File: config.mk
export PLATFORM = sky130hd
export DESIGN_NAME = acc_fold_chain
export DESIGN_NICKNAME = d
export VERILOG_FILES = /design/src/rtl/acc_fold_chain_pkg.sv /design/src/rtl/acc_fold_chain_fold.sv /design/src/rtl/acc_fold_chain.sv
export SDC_FILE = /design/constraint.sdc
export NUM_CORES = 1
export LEC_CHECK = 0
export ABC_AREA = 1
export BUFFER_PORTS_ARGS = -buffer_cell sky130_fd_sc_hd__buf_2
export CAP_MARGIN = 5
export CORE_UTILIZATION = 30
export DETAILED_ROUTE_END_ITERATION = 8
export HOLD_SLACK_MARGIN = 0.08
export SYNTH_ARGS = -nofsm -noshare
export SYNTH_HDL_FRONTEND = slang
export SYNTH_HIERARCHICAL = 1
export SYNTH_SLANG_ARGS = --single-unit
File: constraint.sdc
create_clock -name clk -period 3 [get_ports clk]
set_input_delay 0.45 -clock clk [delete_from_list [all_inputs] [get_ports clk]]
set_output_delay 0.45 -clock clk [all_outputs]
set_load 0.01 [all_outputs]
File: src/rtl/acc_fold_chain_pkg.sv
// -----------------------------------------------------------------------------
// acc_fold_chain_pkg
//   Shared definitions for the acc_fold_chain accumulator chain:
//   - MAX_W        : widest stage-2 datapath the saturating helper supports
//   - acc1_w()     : width of the stage-1 running sum for a given sample width
//   - acc_mode_e   : stage-2 arithmetic mode (wrap / saturate)
//   - sat_add()    : unsigned saturating add, returns {overflow, result}
// -----------------------------------------------------------------------------
package acc_fold_chain_pkg;

   localparam int unsigned MAX_W = 32;

   typedef enum logic {
      MODE_WRAP = 1'b0,
      MODE_SAT  = 1'b1
   } acc_mode_e;

   // Stage-1 sum is twice the sample width so the fold sees a full high half.
   function automatic int unsigned acc1_w(input int unsigned data_w);
      return 2 * data_w;
   endfunction

   // Operands are zero-extended into MAX_W bits; w selects the real width.
   // The limit is 2^w - 1, so any sum above it overflows and clamps to it.
   function automatic logic [MAX_W:0] sat_add(input logic [MAX_W-1:0] a,
                                              input logic [MAX_W-1:0] b,
                                              input int unsigned      w);
      logic [MAX_W:0] one;
      logic [MAX_W:0] sum;
      logic [MAX_W:0] lim;
      one = {{MAX_W{1'b0}}, 1'b1};
      sum = {1'b0, a} + {1'b0, b};
      lim = (one << w) - one;
      if (sum > lim) begin
         return {1'b1, lim[MAX_W-1:0]};
      end
      return {1'b0, sum[MAX_W-1:0]};
   endfunction

endpackage

File: src/rtl/acc_fold_chain_fold.sv
// -----------------------------------------------------------------------------
// fold_add
//   Purely combinational fold of a double-width running sum: adds the low
//   and high halves and drops the carry. Kept as its own module so gate-level
//   variants can be swapped in and checked for equivalence at this boundary.
//
//   Ports:
//     lo  [DATA_W-1:0]  low half of the running sum
//     hi  [DATA_W-1:0]  high half of the running sum
//     sum [DATA_W-1:0]  (lo + hi) mod 2^DATA_W
// -----------------------------------------------------------------------------
module fold_add #(
   parameter int unsigned DATA_W = 8
) (
   input  logic [DATA_W-1:0] lo,
   input  logic [DATA_W-1:0] hi,
   output logic [DATA_W-1:0] sum
);

   assign sum = lo + hi;

endmodule

File: src/rtl/acc_fold_chain.sv
// -----------------------------------------------------------------------------
// acc_fold_chain
//   Multi-channel two-stage accumulator chain.
//   Stage 1 keeps a 2*DATA_W running sum per channel; a fold adder combines
//   its halves; stage 2 accumulates the folded value with wrap or unsigned
//   saturate arithmetic. PIPE=1 inserts a register between fold and stage 2.
//   DATA_W must not exceed acc_fold_chain_pkg::MAX_W.
//
//   Ports:
//     clk        rising-edge clock
//     rst        asynchronous reset, active high
//     in_valid   qualifies in_data for all channels
//     in_data    NCH*DATA_W, channel c at [c*DATA_W +: DATA_W], unsigned
//     clear      synchronous clear of all accumulation state
//     out_valid  one-cycle pulse when out_data carries a new update
//     out_data   NCH*DATA_W stage-2 accumulators, same packing as in_data
//     sat_flag   NCH sticky per-channel saturation flags (0 when SAT=0)
// -----------------------------------------------------------------------------
module acc_fold_chain
   import acc_fold_chain_pkg::*;
#(
   parameter int unsigned DATA_W = 8,
   parameter int unsigned NCH    = 1,
   parameter int unsigned PIPE   = 0,
   parameter int unsigned SAT    = 0
) (
   input  logic                  clk,
   input  logic                  rst,
   input  logic                  in_valid,
   input  logic [NCH*DATA_W-1:0] in_data,
   input  logic                  clear,
   output logic                  out_valid,
   output logic [NCH*DATA_W-1:0] out_data,
   output logic [NCH-1:0]        sat_flag
);

   localparam int unsigned ACC1_W = acc1_w(DATA_W);
   localparam acc_mode_e   MODE   = (SAT != 0) ? MODE_SAT : MODE_WRAP;

   // ---------------------------------------------------------------- stage 1
   logic [NCH-1:0][ACC1_W-1:0] acc1_q, acc1_d;
   logic                       v1_q;

   always_comb begin
      acc1_d = acc1_q;
      for (int unsigned c = 0; c < NCH; c++) begin
         // A sample presented together with clear seeds the new run.
         if (clear) begin
            acc1_d[c] = in_valid ? {{DATA_W{1'b0}}, in_data[c*DATA_W +: DATA_W]} : '0;
         end else if (in_valid) begin
            acc1_d[c] = acc1_q[c] + {{DATA_W{1'b0}}, in_data[c*DATA_W +: DATA_W]};
         end
      end
   end

   always_ff @(posedge clk or posedge rst) begin
      if (rst) begin
         acc1_q <= '0;
         v1_q   <= 1'b0;
      end else begin
         acc1_q <= acc1_d;
         v1_q   <= in_valid;
      end
   end

   // ------------------------------------------------------------------- fold
   logic [NCH-1:0][DATA_W-1:0] fold;

   for (genvar c = 0; c < int'(NCH); c++) begin : g_ch
      fold_add #(
         .DATA_W (DATA_W)
      ) u_fold (
         .lo  (acc1_q[c][DATA_W-1:0]),
         .hi  (acc1_q[c][ACC1_W-1:DATA_W]),
         .sum (fold[c])
      );
   end

   // --------------------------------------------------- optional fold register
   logic [NCH-1:0][DATA_W-1:0] s2_f;
   logic                       s2_v;

   if (PIPE != 0) begin : g_pipe
      logic [NCH-1:0][DATA_W-1:0] fold_q;
      logic                       v2_q;

      // Clearing here drops the token that was between stages at the clear.
      always_ff @(posedge clk or posedge rst) begin
         if (rst) begin
            fold_q <= '0;
            v2_q   <= 1'b0;
         end else if (clear) begin
            fold_q <= '0;
            v2_q   <= 1'b0;
         end else begin
            fold_q <= fold;
            v2_q   <= v1_q;
         end
      end

      assign s2_f = fold_q;
      assign s2_v = v2_q;
   end else begin : g_nopipe
      assign s2_f = fold;
      assign s2_v = v1_q;
   end

   // ---------------------------------------------------------------- stage 2
   logic [NCH-1:0][DATA_W-1:0] acc2_q, acc2_d;
   logic [NCH-1:0]             sat_q, sat_d;
   logic                       ov_q, ov_d;
   logic [NCH-1:0][MAX_W:0]    sat_res;
   logic                       sat_res_unused;

   always_comb begin
      acc2_d  = acc2_q;
      sat_d   = sat_q;
      ov_d    = s2_v;
      sat_res = '0;
      for (int unsigned c = 0; c < NCH; c++) begin
         sat_res[c] = sat_add(MAX_W'(acc2_q[c]), MAX_W'(s2_f[c]), DATA_W);
      end
      // clear wins over a token arriving at stage 2 in the same cycle.
      if (clear) begin
         acc2_d = '0;
         sat_d  = '0;
         ov_d   = 1'b0;
      end else if (s2_v) begin
         for (int unsigned c = 0; c < NCH; c++) begin
            if (MODE == MODE_SAT) begin
               acc2_d[c] = sat_res[c][DATA_W-1:0];
               sat_d[c]  = sat_q[c] | sat_res[c][MAX_W];
            end else begin
               acc2_d[c] = acc2_q[c] + s2_f[c];
            end
         end
      end
   end

   // Upper helper bits beyond DATA_W are always zero and are not needed.
   assign sat_res_unused = ^sat_res;

   always_ff @(posedge clk or posedge rst) begin
      if (rst) begin
         acc2_q <= '0;
         sat_q  <= '0;
         ov_q   <= 1'b0;
      end else begin
         acc2_q <= acc2_d;
         sat_q  <= sat_d;
         ov_q   <= ov_d;
      end
   end

   assign out_valid = ov_q;
   assign out_data  = acc2_q;
   assign sat_flag  = sat_q;

endmodule

==> results.sh <==
export IMPL_result_of_the_run="complete, no violations"
export IMPL_dr_first_iter_drc_count=110
export IMPL_timing_reg2reg_worst_path_depth=14
export IMPL_post_cts_setup_buffer_count=0
export IMPL_slew_headroom=0.471
export IMPL_yosysWarningCount=6
export IMPL_finalMaxSlewViolations=0
export IMPL_port_buffers=20
export IMPL_synthToLayoutAreaGrowth_pct=12.5
export IMPL_hold_viol_final=0
export IMPL_rsz0062_at_grt="no"
export IMPL_gp_congestion=0.848
export IMPL_drv_max_cap_violation_count=0
export IMPL_worst_slew_pin_transition_ns=0.793
export IMPL_clockBufferDepth=2
export IMPL_final_routed_drc_violation_total=0
export IMPL_global_route_wire_length_before_repair_um=8740
export IMPL_dp_hpwl_um=4120
export IMPL_die_area_sq_mm=0.00797
export IMPL_route_vias_total=2107
export IMPL_tritoncts_clock_tree="done"
export IMPL_post_syn_instances=339
export IMPL_area_of_the_core_region_sq_mm=0.00729
export IMPL_clk_latency_ns=0.27
export IMPL_min_path_type="primary input to async pin"
export IMPL_critPathArrivalTime_ns=2.73
export IMPL_skew_ns=0.00624
export IMPL_fill_cells=806
export IMPL_finalCritPeriodShare=0.854
export IMPL_pre_cts_ws_ns=0.457
export IMPL_ff_latch_area_sq_um=651
export IMPL_postCtsHoldBufs=0
export IMPL_worstSetupStartpointType="flop"
export IMPL_critical_path_class="flop to flop"
export IMPL_setup_worst_path_end_class="flop"
export IMPL_setup_viol=0
export IMPL_p_leak_nw=1.42
export IMPL_post_route_cells_drive_above_1_share=0.0914
export IMPL_fin_total_pwr_mw=1.15
export IMPL_final_antenna_net_count=0
export IMPL_timing_critical_path_required_ns=3.17
export IMPL_syn_nets=376
export IMPL_post_synth_instance_area_sq_mm=0.00228
export IMPL_maximum_number_of_pins_on_one_net_before_global_route_repair=20
export IMPL_synth_largest_type_area_fraction=0.285
export IMPL_detailedRoute_firstPassIterationCount=4
export IMPL_final_routed_wirelength_um=5060
export IMPL_synth_yosys_seq_area_share=0.285
export IMPL_synthesis_area_per_instance_sq_um=6.74
export IMPL_min_period_ns=2.56
export IMPL_clkSlewWorstSetupHoldPaths_ns=0.10
export IMPL_pin_count=22
export IMPL_tritoncts_num_buffers=3
export IMPL_cts_root_buf="sky130_fd_sc_hd__clkbuf_8"
export IMPL_dieWidth_um=89.3
export IMPL_finalHoldWorstSlack_ns=0.304
export IMPL_yosysUniqueCellTypes=32
export IMPL_grt_pass1_vias=1920
export IMPL_clock_sinks=26
export IMPL_floorplan_initialDensity=0.313
export IMPL_synth_largest_area_cell="sky130_fd_sc_hd__dfrtp_1"
export IMPL_setup_slack_ns=0.438
export IMPL_floorplan_die_height_um=89.3
export IMPL_antenna_found_initial=0
export IMPL_htree_num_levels=1
export IMPL_antenna_diode_count=0
export IMPL_worst_path_max_fanout=6
export IMPL_route_detailed_vias_per_inst=4.58
export IMPL_drt_wirelength_per_cell_um=11.0
export IMPL_yosys_top_cells_area="sky130_fd_sc_hd__dfrtp_1 (28%), sky130_fd_sc_hd__nand2_1 (19%), sky130_fd_sc_hd__ha_1 (12%)"
export IMPL_cts_resized=0
export IMPL_timing_fmax_ghz=0.390
export IMPL_power_density_mw_per_mm2=446
export IMPL_layout_nets=399
export IMPL_finalSetupTns_ns=0
export IMPL_gr_usage_all_layers=0.142
export IMPL_synth_ff_latch_count=26
export IMPL_multi_input_comb_area_sq_mm=0.00145
export IMPL_highest_ir_drop_seen_on_vdd_uv=130
export IMPL_globalRoute_totalOverflow=0
export IMPL_floorplan_rows=31
[synthesized netlist by cell type]
cell type and instances:
sky130_fd_sc_hd__xor2_1 2, sky130_fd_sc_hd__or2_2 1, sky130_fd_sc_hd__a21o_1 1, sky130_fd_sc_hd__nand2_1 117, sky130_fd_sc_hd__nor3_1 1, sky130_fd_sc_hd__nand2_2 1, sky130_fd_sc_hd__nand3_2 2, sky130_fd_sc_hd__or2_4 1
sky130_fd_sc_hd__a21boi_0 2, sky130_fd_sc_hd__clkinv_1 2, sky130_fd_sc_hd__dfrtp_1 26, sky130_fd_sc_hd__nand3b_1 3, sky130_fd_sc_hd__nand3_1 32, sky130_fd_sc_hd__ha_1 22, sky130_fd_sc_hd__nor2_1 34, sky130_fd_sc_hd__clkbuf_1 1
sky130_fd_sc_hd__xnor2_1 3, sky130_fd_sc_hd__buf_4 2, sky130_fd_sc_hd__a22o_1 2, sky130_fd_sc_hd__o21ai_0 13, sky130_fd_sc_hd__o211ai_1 1, sky130_fd_sc_hd__nand4_1 3, sky130_fd_sc_hd__or2_0 1, sky130_fd_sc_hd__fa_1 3
sky130_fd_sc_hd__nor4_1 2, sky130_fd_sc_hd__or2_1 2, sky130_fd_sc_hd__buf_2 1, sky130_fd_sc_hd__inv_1 40, sky130_fd_sc_hd__a31o_2 1, sky130_fd_sc_hd__a21oi_1 15, sky130_fd_sc_hd__xnor2_4 1, sky130_fd_sc_hd__conb_1 1
[layout by cell type (no fill, tap or decap), types with 13 or more instances in the layout]
master                    instances
sky130_fd_sc_hd__buf_2           20
sky130_fd_sc_hd__inv_1           40
sky130_fd_sc_hd__nand2_1        117
sky130_fd_sc_hd__o21ai_0         13
sky130_fd_sc_hd__ha_1            22
sky130_fd_sc_hd__dfrtp_1         26
sky130_fd_sc_hd__a21oi_1         15
sky130_fd_sc_hd__nand3_1         32
sky130_fd_sc_hd__nor2_1          34
[sequential cells by signal, summed over array words and instances (netlist names)]
signal / flops
out_data: 8
s2_v: 1
acc1_q: 16
out_valid: 1
[kinds of logic (layout without fill, tap and decap cells)]
group | after synthesis | count (layout) | share of synthesized area
other cells | 1 | 1 | 0.00164
fa+ha+maj | 25 | 25 | 0.147
simple gates | 200 | 200 | 0.370
flops | 26 | 26 | 0.285
xor+xnor | 6 | 6 | 0.0312
buf+inv | 46 | 68 | 0.0794
compound gates | 35 | 35 | 0.0860
[stage by stage]
step / cell area (sq um) / std cells / util
2_1_floorplan: 2280 / 339 / -
3_3_place_gp: 2500 / 456 / 0.343
3_5_place_dp: 2500 / 456 / 0.343
4_1_cts: 2570 / 460 / 0.353
5_1_grt: 2570 / 460 / 0.353
6_report: 2570 / 460 / 0.353
[report_power, final]
| group | switching, mW | internal [mW] | leakage (nW) |
|---|---|---|---|
| logic | 0.252 | 0.166 | 1.04 |
| registers | 0.0404 | 0.386 | 0.343 |
| clock network | 0.124 | 0.179 | 0.0357 |
[area by class of cell]
| class | instances | share of cell area |
|---|---|---|
| repair buffers | 22 | 0.0448 |
| multi-input cells | 267 | 0.565 |
| inverters | 42 | 0.0613 |
| well taps | 99 | 0.0482 |
| clock buffers | 3 | 0.0161 |
| flip-flops and latches | 26 | 0.253 |
| clock inverters | 1 | 0.0117 |
[worst paths after layout]
path	startpoint	to	slack, ns
min	rst	s2_v	0.30
max	acc1_q[8]	out_data[7]	0.44
min reg2reg	out_data[3]	out_data[3]	0.52
min in group clk	in_data[4]	acc1_q[4]	0.45
max reg2reg	acc1_q[8]	out_data[7]	0.44
max in group asynchronous	rst	acc1_q[9]	2.06
[routing by layer]
metal | up-vias | track usage | wire length (um)
met5 | - | 0 | 0
met4 | 0 | 0.0476 | 98
met3 | 6 | 0.0185 | 128
met2 | 33 | 0.230 | 2230
met1 | 929 | 0.196 | 2600
li1 | 1139 | - | -
[worst max-delay path, stage by stage (launching register included)]
cell and delay (ns):
sky130_fd_sc_hd__dfrtp_1 0.44, sky130_fd_sc_hd__ha_1 0.19, sky130_fd_sc_hd__inv_1 0.05, sky130_fd_sc_hd__fa_1 0.39, sky130_fd_sc_hd__inv_1 0.07, sky130_fd_sc_hd__nand2_1 0.04
sky130_fd_sc_hd__nand2_1 0.07, sky130_fd_sc_hd__nand2_1 0.06, sky130_fd_sc_hd__xnor2_1 0.13, sky130_fd_sc_hd__ha_1 0.34, sky130_fd_sc_hd__a21o_1 0.21, sky130_fd_sc_hd__a21boi_0 0.22
sky130_fd_sc_hd__nand3b_1 0.10, sky130_fd_sc_hd__nand3_1 0.09, sky130_fd_sc_hd__nand2_1 0.06
(Power assumes the default switching activity.)
